<file path="src/rtl/if_fetch_queue_pkg.sv">
// Shared constants for the fetch queue: the bubble instruction and the zero word.
package if_fetch_queue_pkg;

    localparam logic [31:0] NOP_WORD  = 32'h0000_0013;  // addi x0,x0,0
    localparam logic [31:0] ZERO_WORD = 32'h0000_0000;

endpackage

</file>
<file path="src/rtl/if_fetch_queue_if.sv">
// Fetch-queue bundle: ROM/predictor/redirect inputs on one side, queue head toward decode on the other.
interface if_fetch_queue_if #(
    parameter int XLEN  = 32,
    parameter int DEPTH = 4
);
    localparam int CW = $clog2(DEPTH + 1);

    logic [XLEN-1:0] rom_addr;
    logic [XLEN-1:0] instr_i;
    logic            pred_taken_i;
    logic [XLEN-1:0] pred_target_i;
    logic            redirect_i;
    logic [XLEN-1:0] redirect_pc_i;
    logic            ready_i;
    logic            valid_o;
    logic [XLEN-1:0] instr_o;
    logic [XLEN-1:0] pc_o;
    logic            pred_taken_o;
    logic [CW-1:0]   count_o;
    logic            full_o;

    modport master (
        output rom_addr, valid_o, instr_o, pc_o, pred_taken_o, count_o, full_o,
        input  instr_i, pred_taken_i, pred_target_i, redirect_i, redirect_pc_i, ready_i
    );

    modport slave (
        input  rom_addr, valid_o, instr_o, pc_o, pred_taken_o, count_o, full_o,
        output instr_i, pred_taken_i, pred_target_i, redirect_i, redirect_pc_i, ready_i
    );

endinterface

</file>
<file path="src/rtl/if_fetch_queue_fifo.sv">
// DEPTH-entry ring buffer with occupancy count; clr empties it on the next edge.
module if_fetch_queue_fifo #(
    parameter int DEPTH = 4,
    parameter int W     = 65,
    parameter int CW    = $clog2(DEPTH + 1)
) (
    input  logic          clk,
    input  logic          rst_n,
    input  logic          clr,
    input  logic          wr_en,
    input  logic [W-1:0]  wr_data,
    input  logic          rd_en,
    output logic [W-1:0]  rd_data,
    output logic [CW-1:0] count,
    output logic          full,
    output logic          empty
);
    localparam int PW = $clog2(DEPTH);

    logic [DEPTH-1:0][W-1:0] mem;
    logic [PW-1:0]           wr_ptr, rd_ptr;
    logic                    do_wr, do_rd;

    assign full  = (count == CW'(DEPTH));
    assign empty = (count == '0);
    assign do_wr = wr_en && !full && !clr;
    assign do_rd = rd_en && !empty && !clr;
    assign rd_data = mem[rd_ptr];

    // Storage carries no reset; count gates every read of it.
    always_ff @(posedge clk)
        if (do_wr) mem[wr_ptr] <= wr_data;

    always_ff @(posedge clk or negedge rst_n) begin
        if (!rst_n) begin
            wr_ptr <= '0;
            rd_ptr <= '0;
            count  <= '0;
        end else if (clr) begin
            wr_ptr <= '0;
            rd_ptr <= '0;
            count  <= '0;
        end else begin
            if (do_wr) wr_ptr <= wr_ptr + PW'(1);
            if (do_rd) rd_ptr <= rd_ptr + PW'(1);
            case ({do_wr, do_rd})
                2'b10:   count <= count + CW'(1);
                2'b01:   count <= count - CW'(1);
                default: count <= count;
            endcase
        end
    end

endmodule

</file>
<file path="src/rtl/if_fetch_queue.sv">
// Fetch stage with instruction queue: owns the PC, drives the ROM address, buffers fetched words for decode.
module if_fetch_queue
    import if_fetch_queue_pkg::*;
#(
    parameter int              XLEN      = 32,
    parameter int              DEPTH     = 4,
    parameter logic [XLEN-1:0] RESET_PC  = '0,
    parameter logic [XLEN-1:0] NOP_INSTR = XLEN'(NOP_WORD)
) (
    input logic              clk,
    input logic              rst_n,
    if_fetch_queue_if.master fq
);
    localparam int              EW      = 2*XLEN + 1;
    localparam int              CW      = $clog2(DEPTH + 1);
    localparam logic [XLEN-1:0] PC_INIT = {RESET_PC[XLEN-1:2], 2'b00};

    logic [XLEN-1:0] pc, pc_nxt;
    logic            enq, deq, full, empty;
    logic [EW-1:0]   head;
    logic [CW-1:0]   count;

    // Gating uses registered full only, so ready_i never reaches rom_addr.
    assign enq = !full && !fq.redirect_i;
    assign deq = !empty && fq.ready_i && !fq.redirect_i;

    always_comb begin
        pc_nxt = pc;
        if (fq.redirect_i)                pc_nxt = fq.redirect_pc_i;
        else if (enq && fq.pred_taken_i)  pc_nxt = fq.pred_target_i;
        else if (enq)                     pc_nxt = pc + XLEN'(4);
    end

    always_ff @(posedge clk or negedge rst_n)
        if (!rst_n) pc <= PC_INIT;
        else        pc <= {pc_nxt[XLEN-1:2], 2'b00};

    if_fetch_queue_fifo #(.DEPTH(DEPTH), .W(EW), .CW(CW)) u_fifo (
        .clk     (clk),
        .rst_n   (rst_n),
        .clr     (fq.redirect_i),
        .wr_en   (enq),
        .wr_data ({fq.instr_i, pc, fq.pred_taken_i}),
        .rd_en   (deq),
        .rd_data (head),
        .count   (count),
        .full    (full),
        .empty   (empty)
    );

    assign fq.rom_addr     = pc;
    assign fq.valid_o      = !empty;
    assign fq.instr_o      = empty ? NOP_INSTR       : head[EW-1 -: XLEN];
    assign fq.pc_o         = empty ? XLEN'(ZERO_WORD) : head[XLEN:1];
    assign fq.pred_taken_o = !empty && head[0];
    assign fq.count_o      = count;
    assign fq.full_o       = full;

endmodule
</file>
<file path="src/flat_wrapper.sv">
// flat-port wrapper written by rule: the top's interface ports become plain ports
module if_fetch_queue_flat import if_fetch_queue_pkg::*;
#(
    parameter int              XLEN      = 32,
    parameter int              DEPTH     = 4,
    parameter logic [XLEN-1:0] RESET_PC  = '0,
    parameter logic [XLEN-1:0] NOP_INSTR = XLEN'(NOP_WORD)
)
  (clk, rst_n, fq_rom_addr, fq_valid_o, fq_instr_o, fq_pc_o, fq_pred_taken_o, fq_count_o, fq_full_o, fq_instr_i, fq_pred_taken_i, fq_pred_target_i, fq_redirect_i, fq_redirect_pc_i, fq_ready_i);
  if_fetch_queue_if #(.XLEN(XLEN), .DEPTH(DEPTH)) fq_i ();
  input logic clk;
  input logic rst_n;
  output wire logic [$bits(fq_i.rom_addr)-1:0] fq_rom_addr;
  output wire logic [$bits(fq_i.valid_o)-1:0] fq_valid_o;
  output wire logic [$bits(fq_i.instr_o)-1:0] fq_instr_o;
  output wire logic [$bits(fq_i.pc_o)-1:0] fq_pc_o;
  output wire logic [$bits(fq_i.pred_taken_o)-1:0] fq_pred_taken_o;
  output wire logic [$bits(fq_i.count_o)-1:0] fq_count_o;
  output wire logic [$bits(fq_i.full_o)-1:0] fq_full_o;
  input wire logic [$bits(fq_i.instr_i)-1:0] fq_instr_i;
  input wire logic [$bits(fq_i.pred_taken_i)-1:0] fq_pred_taken_i;
  input wire logic [$bits(fq_i.pred_target_i)-1:0] fq_pred_target_i;
  input wire logic [$bits(fq_i.redirect_i)-1:0] fq_redirect_i;
  input wire logic [$bits(fq_i.redirect_pc_i)-1:0] fq_redirect_pc_i;
  input wire logic [$bits(fq_i.ready_i)-1:0] fq_ready_i;
  assign fq_rom_addr = fq_i.rom_addr;
  assign fq_valid_o = fq_i.valid_o;
  assign fq_instr_o = fq_i.instr_o;
  assign fq_pc_o = fq_i.pc_o;
  assign fq_pred_taken_o = fq_i.pred_taken_o;
  assign fq_count_o = fq_i.count_o;
  assign fq_full_o = fq_i.full_o;
  assign fq_i.instr_i = fq_instr_i;
  assign fq_i.pred_taken_i = fq_pred_taken_i;
  assign fq_i.pred_target_i = fq_pred_target_i;
  assign fq_i.redirect_i = fq_redirect_i;
  assign fq_i.redirect_pc_i = fq_redirect_pc_i;
  assign fq_i.ready_i = fq_ready_i;
  if_fetch_queue #(.XLEN(XLEN), .DEPTH(DEPTH), .RESET_PC(RESET_PC), .NOP_INSTR(NOP_INSTR)) u_core (.clk(clk), .rst_n(rst_n), .fq(fq_i));
endmodule
</file>
<file path="config.mk">
export PLATFORM = sky130hd
export DESIGN_NAME = if_fetch_queue_flat
export DESIGN_NICKNAME = d
export VERILOG_FILES = /design/src/rtl/if_fetch_queue_pkg.sv /design/src/rtl/if_fetch_queue_if.sv /design/src/rtl/if_fetch_queue_fifo.sv /design/src/rtl/if_fetch_queue.sv /design/src/flat_wrapper.sv
export SDC_FILE = /design/constraint.sdc
export NUM_CORES = 1
export LEC_CHECK = 0
export CAP_MARGIN = 20
export CORE_ASPECT_RATIO = 1.25
export CORE_MARGIN = 2
export CORE_UTILIZATION = 58
export CTS_CLUSTER_DIAMETER = 150
export DETAILED_ROUTE_END_ITERATION = 16
export PLACE_DENSITY = 0.86
export SKIP_LAST_GASP = 1
export SYNTH_ARGS = -nofsm -noshare
export SYNTH_HDL_FRONTEND = slang
export SYNTH_SLANG_ARGS = --single-unit
</file>
<file path="constraint.sdc">
create_clock -name clk -period 5.4 [get_ports clk]
set_clock_uncertainty 0.1 [all_clocks]
set_input_delay 1.08 -clock clk [delete_from_list [all_inputs] [get_ports clk]]
set_output_delay 1.08 -clock clk [all_outputs]
set_load 0.03 [all_outputs]
</file>
# --- After elaboration in Yosys (flattened, before gate mapping) ---
# Index checks and enable logic that the tools add are counted.
word_totals:
  inputBits: 101
  word_cells: 53
  ff_bits: 297
classes:
  n_eq_ne: 3
  muxes: 16
  n_reduce_logical: 18
  n_addsub: 5
  n_lt_le_gt_ge: 3
op_table:
  columns: ["operator", "count"]
  rows:
  - ["$bwmux 260", 1]
  - ["$mux 32", 5]
  - ["$bmux 65 s2", 1]
  - ["$demux 65 s2", 1]
  - ["$mux 65", 2]
  - ["$add 32x3->32 const B", 1]
  - ["$logic_and 1x1->1", 10]
  - ["$mux 2", 4]
  - ["$lt 2x3->1 const B", 2]
  - ["$pmux 3 s2", 1]
  - ["$reduce_bool 3->1", 2]
  - ["$add 2x1->2 const B", 2]
  - ["$reduce_bool 2->1", 2]
  - ["$add 3x1->3 const B", 1]
  - ["$eq 3x3->1 const B", 1]
  - ["$logic_not 1->1", 3]
  - ["$logic_not 3->1", 1]
  - ["$mux 3", 1]
  - ["$sub 3x1->3 const B", 1]
  - ["$eq 2x1->1 const B", 1]
  - ["$eq 2x2->1 const B", 1]
  - ["$ge 2x1->1 const B", 1]

# --- Depth between registers and ports, before layout ---
depth:
  depth_word: 9
  mapped_depth: 10
  ltp_nobuf: 7

# --- Modules after synthesis ---
# From an unflattened synthesis, not the netlist that was laid out.
hier_totals:
  hier_cells: 788
  area_unflattened_um2: 12748.5
by_module_without_submodules:
  columns: ["mod", "cells_per_inst", "seq_area_each_um2", "n_inst", "area_each_um2"]
  rows:
  - ["if_fetch_queue_fifo", 408, 7982.7, 1, 9930.8]
  - ["if_fetch_queue", 380, 750.7, 1, 2817.7]

# --- Least setup slack after synthesis ---
# No wires, ideal clock.
synth_timing:
  kind: "in2reg"
  startpoint: "input fq_redirect_i"
  endpoint: "register u_core.u_fifo.mem[0] (netlist name), enable pin"
  path_buffers: 2
  stages: 4
  t_arrival_ns: 3.130
  path_slack_ns: 1.742
  required_time_ns: 4.872
  cell_sequence: "clkbuf_1 -> clkbuf_1 -> nor2_1 -> and2_1"
synth_between:
  elab_chain_len: 4
synth_rtl:
  columns: ["element", "line_no", "rtl"]
  rows:
  - ["from (decl)", "flat_wrapper.sv:23", "input wire logic [$bits(fq_i.redirect_i)-1:0] fq_redirect_i;"]
  - ["$logic_not 1->1 *", "if_fetch_queue_fifo.sv:26, if_fetch_queue.sv:24", null]
  - ["$logic_and 1x1->1", "if_fetch_queue.sv:24", "assign enq = !full && !fq.redirect_i;"]
  - ["$logic_and 1x1->1", "if_fetch_queue_fifo.sv:26", "assign do_wr = wr_en && !full && !clr;"]
  - ["$logic_and 1x1->1 *", "if_fetch_queue_fifo.sv:26", null]
  - ["to (signal, indexed assignment)", "if_fetch_queue_fifo.sv:32", "if (do_wr) mem[wr_ptr] <= wr_data;"]
  - ["to (decl)", "if_fetch_queue_fifo.sv:20", "logic [DEPTH-1:0][W-1:0] mem;"]
# Mark *: on every way between the ends. The rest lies on a longest branch, timed or not.
# A chain may end at the register's enable or synchronous reset.

# --- Worst setup path after layout ---
layout_timing:
  startpoint: "register u_core.u_fifo.rd_ptr[0]"
  endpoint: "output fq_instr_o[20]"
layout_between:
  elab_chain_len: 3
layout_rtl:
  columns: ["element", "line_no", "rtl"]
  rows:
  - ["from (decl)", "if_fetch_queue_fifo.sv:21", "logic [PW-1:0] wr_ptr, rd_ptr;"]
  - ["from (signal assigned)", "if_fetch_queue_fifo.sv:45", "if (do_rd) rd_ptr <= rd_ptr + PW'(1);"]
  - ["$bmux 65 s2", "if_fetch_queue_fifo.sv:28", "assign rd_data = mem[rd_ptr];"]
  - ["$mux 65 (implied by the code)", "if_fetch_queue_fifo.sv:28", null]
  - ["$mux 32", "if_fetch_queue.sv:53", "assign fq.instr_o = empty ? NOP_INSTR : head[EW-1 -: XLEN];"]
  - ["to (decl)", "flat_wrapper.sv:15", "output wire logic [$bits(fq_i.instr_o)-1:0] fq_instr_o;"]
# No other way between the ends. The select of a mux whose other input is x is not followed.

==> summary.txt <==
Run status
  • Run status: complete, no violations

Synthesis
  • EDFF count, synth: 252
  • Register area share after synthesis: ~69%
  • Post-synthesis async set-or-reset flop share: 12.8%
  • Top-area cell type share of the netlist area: 61.7%
  • Syn Inst Count: 753
  • Register bit total from synthesis: between 200 and 300
  • Avg Synthesized Cell Area: 16.3 µm²
  • Yosys warnings: 0
  • Top post-synthesis cells by area: edfxtp_1, mux4_2, dfrtp_1, and2_1, a21oi_1
  • Yosys cell types: 56
  • Most common flop cell mapped by yosys: edfxtp_1
  • Mapped Area: 12,300 µm²
  • Area leader, netlist: edfxtp_1

Routing
  • DR WL/cell: 20.8 µm
  • DR iter-0 viols: ~540
  • Via-per-instance ratio: 5.93
  • Total wire length: 25,600 µm
  • Via count: 7,300
  • DRC: 0
  • Antenna viol nets, final: 0
  • 1st-pass router iterations: 5

Global routing
  • Total track usage: 23.0%
  • Initial antenna violation count: 0
  • Vias in the first global route: a little over 7k
  • Grt total ovfl: 0
  • First-pass GRT wire length: 39,800 µm
  • Pin count of the biggest net entering global routing: 64

Clocking
  • CTS tree: yes
  • Hold buffers post-CTS: 0
  • Post-CTS Setup Inserts: 0
  • Clock-pin slew on the worst setup and hold paths: 0.06 ns
  • Worst skew pair latency: 0.52 ns
  • Clock Sinks: 289
  • H-tree levels: 1
  • CTS max path bufs: 3
  • Gates resized, CTS repair: 0
  • Inserted Clock Buffers: 27
  • Root Buffer: clkbuf_16

Cells and area
  • Area growth, synth to finish: 24.2%
  • Diodes inserted: 0
  • Commonest non-fill, non-tap cells in the layout: edfxtp_1, clkdlybuf4s50_1, mux4_2
  • Layout Nets: 1,044
  • Commonest non-fill, non-tap cell in the layout: edfxtp_1
  • Layout cells sized above 1: 13.8%
  • Footprint of the multi-input gates: 3520 µm²
  • Fillers: 1,348
  • Sequential cell area: about 8500 µm²

Floorplanning
  • Cell Rows: 59
  • Num ports: 203
  • Die H: 167 µm
  • Initial Utilization: 58.9%
  • Width of the die: 134 µm
  • Full die area: 22,300 µm²
  • Core Area: ~21,000 µm²

Pwr
  • VDD IR max: roughly 270 µV
  • PwrDens: 372 nW/µm²
  • P_leak: 5.13 nW

Placement
  • Port bufs: 194
  • Routability-driven placement congestion ratio: 0.790
  • Post-placement setup slack: around 1.7 ns
  • HPWL after DPL: approximately 15,000 µm

Flow run
  • Max Cap Violations: 0

STA
  • Final Hold Fails: 0
  • Slew margin rel.: 31.0%
  • Max Freq: around 240 MHz
  • Setup TNS: 0 ns
  • Fin crit period: 4.23 ns
  • Final worst path period share: 78.4%
  • # setup viols final: 0
  • RSZ-0062 raised after global routing: false
  • Slew Limit Fails: 0
  • Actual slew at the worst max-slew pin: 1.04 ns
  • Worst setup margin: ~1.2 ns

Worst setup path
  • Required @ worst endpoint: between 4 and 5 ns
  • WS Path Type: flip-flop to output port
  • Critical path launch point type: flip-flop
  • Crit end category: output port
  • CP arrival: between 3 and 4 ns
  • Critical path peak fanout: 26

Min path
  • Worst min-delay path class: flip-flop to flip-flop
==> kinds of logic after synthesis <==
group,Yosys count,synth area share (%)
compound gates,91,4.75
xor+xnor,12,0.857
fa+ha+maj,6,0.673
buf+inv,64,2.21
flops,289,69.2
mux,75,12.6
other cells,1,0.0306
simple gates,215,9.67
==> state kept, by name, summed over array words and instances (netlist names) <==
register,flops
u_core.u_fifo.mem,252
u_core.fq.rom_addr,30
u_core.u_fifo.count,3
u_core.u_fifo.rd_ptr,2
u_core.u_fifo.wr_ptr,2
==> final timing paths <==
check | slack (ns) | cells after the start | start | end
max | 1.17 | 4 | u_core.u_fifo.rd_ptr[0]$_DFFE_PN0P_ | fq_instr_o[20]
min | 0.47 | 2 | u_core.u_fifo.wr_ptr[1]$_DFFE_PN0P_ | u_core.u_fifo.wr_ptr[1]$_DFFE_PN0P_
max reg2reg | 2.26 | 6 | u_core.u_fifo.count[1]$_DFFE_PN0P_ | u_core.u_fifo.mem[244]$_DFFE_PP_
min reg2reg | 0.47 | 2 | u_core.u_fifo.wr_ptr[1]$_DFFE_PN0P_ | u_core.u_fifo.wr_ptr[1]$_DFFE_PN0P_
max in group asynchronous | 3.95 | 1 | rst_n | u_core.u_fifo.rd_ptr[0]$_DFFE_PN0P_
min in group asynchronous | 0.59 | 1 | rst_n | u_core.fq.rom_addr[16]$_DFFE_PN0P_
==> cells in the mapped netlist, types with 3 or more instances <==
cell,n
and3_1,12
nor4_1,7
and4_1,3
xor2_1,7
nand4_1,8
clkbuf_1,30
nand2b_1,3
o31ai_1,3
nor3_2,3
a311o_1,3
o21ai_0,18
nor3_1,7
a311oi_1,3
a21oi_1,40
xnor2_1,5
inv_1,15
o221ai_1,5
nand3_1,13
dfrtp_1,37
buf_2,13
nor3b_1,3
a221o_1,5
nand2_1,47
edfxtp_1,252
nor2_1,30
or2_2,4
mux4_2,63
ha_1,5
buf_4,4
mux2i_1,10
and2_1,65
==> power by group <==
group	switching, mW	internal, mW	total (mW)
Clock	0.753	0.987	1.74
Sequential	0.132	2.62	2.75
Combinational	0.635	0.546	1.18
Total	1.52	4.15	5.67
==> per-layer routing <==
layer | part of all wire (%) | vias up | track usage (%) | wire (µm)
met2 | 52 | 303 | 39.7 | 13400
li1 | - | 3296 | - | -
met5 | 0 | - | 0 | 0
met1 | 39 | 3663 | 30.6 | 10100
met3 | 6.0 | 38 | 3.41 | 1550
met4 | 2.0 | 0 | 6.64 | 509
==> critical path: stages, from the launching register on <==
cell	delay [ns]
dfrtp_4	0.77
buf_4	0.42
mux4_2	0.55
and2_1	0.18
clkdlybuf4s50_1	0.59
==> final cells by class <==
type / instances / share of cell area [%]
clock buffer: 38 / 5.04
clock inverter: 11 / 0.353
inverter: 15 / 0.370
multi-input combinational: 403 / 23.1
sequential: 289 / 55.8
tap: 274 / 2.25
timing repair buffer: 201 / 13.1
==> stage by stage <==
step	hold slack (ns)	utilization, %	instances	power (mW)	instance area, µm²
detailed placement	0.469	69.2	1182	3.99	14400
global placement	0.454	69.2	1182	3.96	14400
floorplan	0.438	-	756	3.49	12300
CTS	0.477	73.2	1231	5.72	15200
finish	0.474	73.2	1231	5.67	15200
global route	0.516	73.2	1231	5.88	15200
No activity file was read; power rests on OpenSTA's default activity.
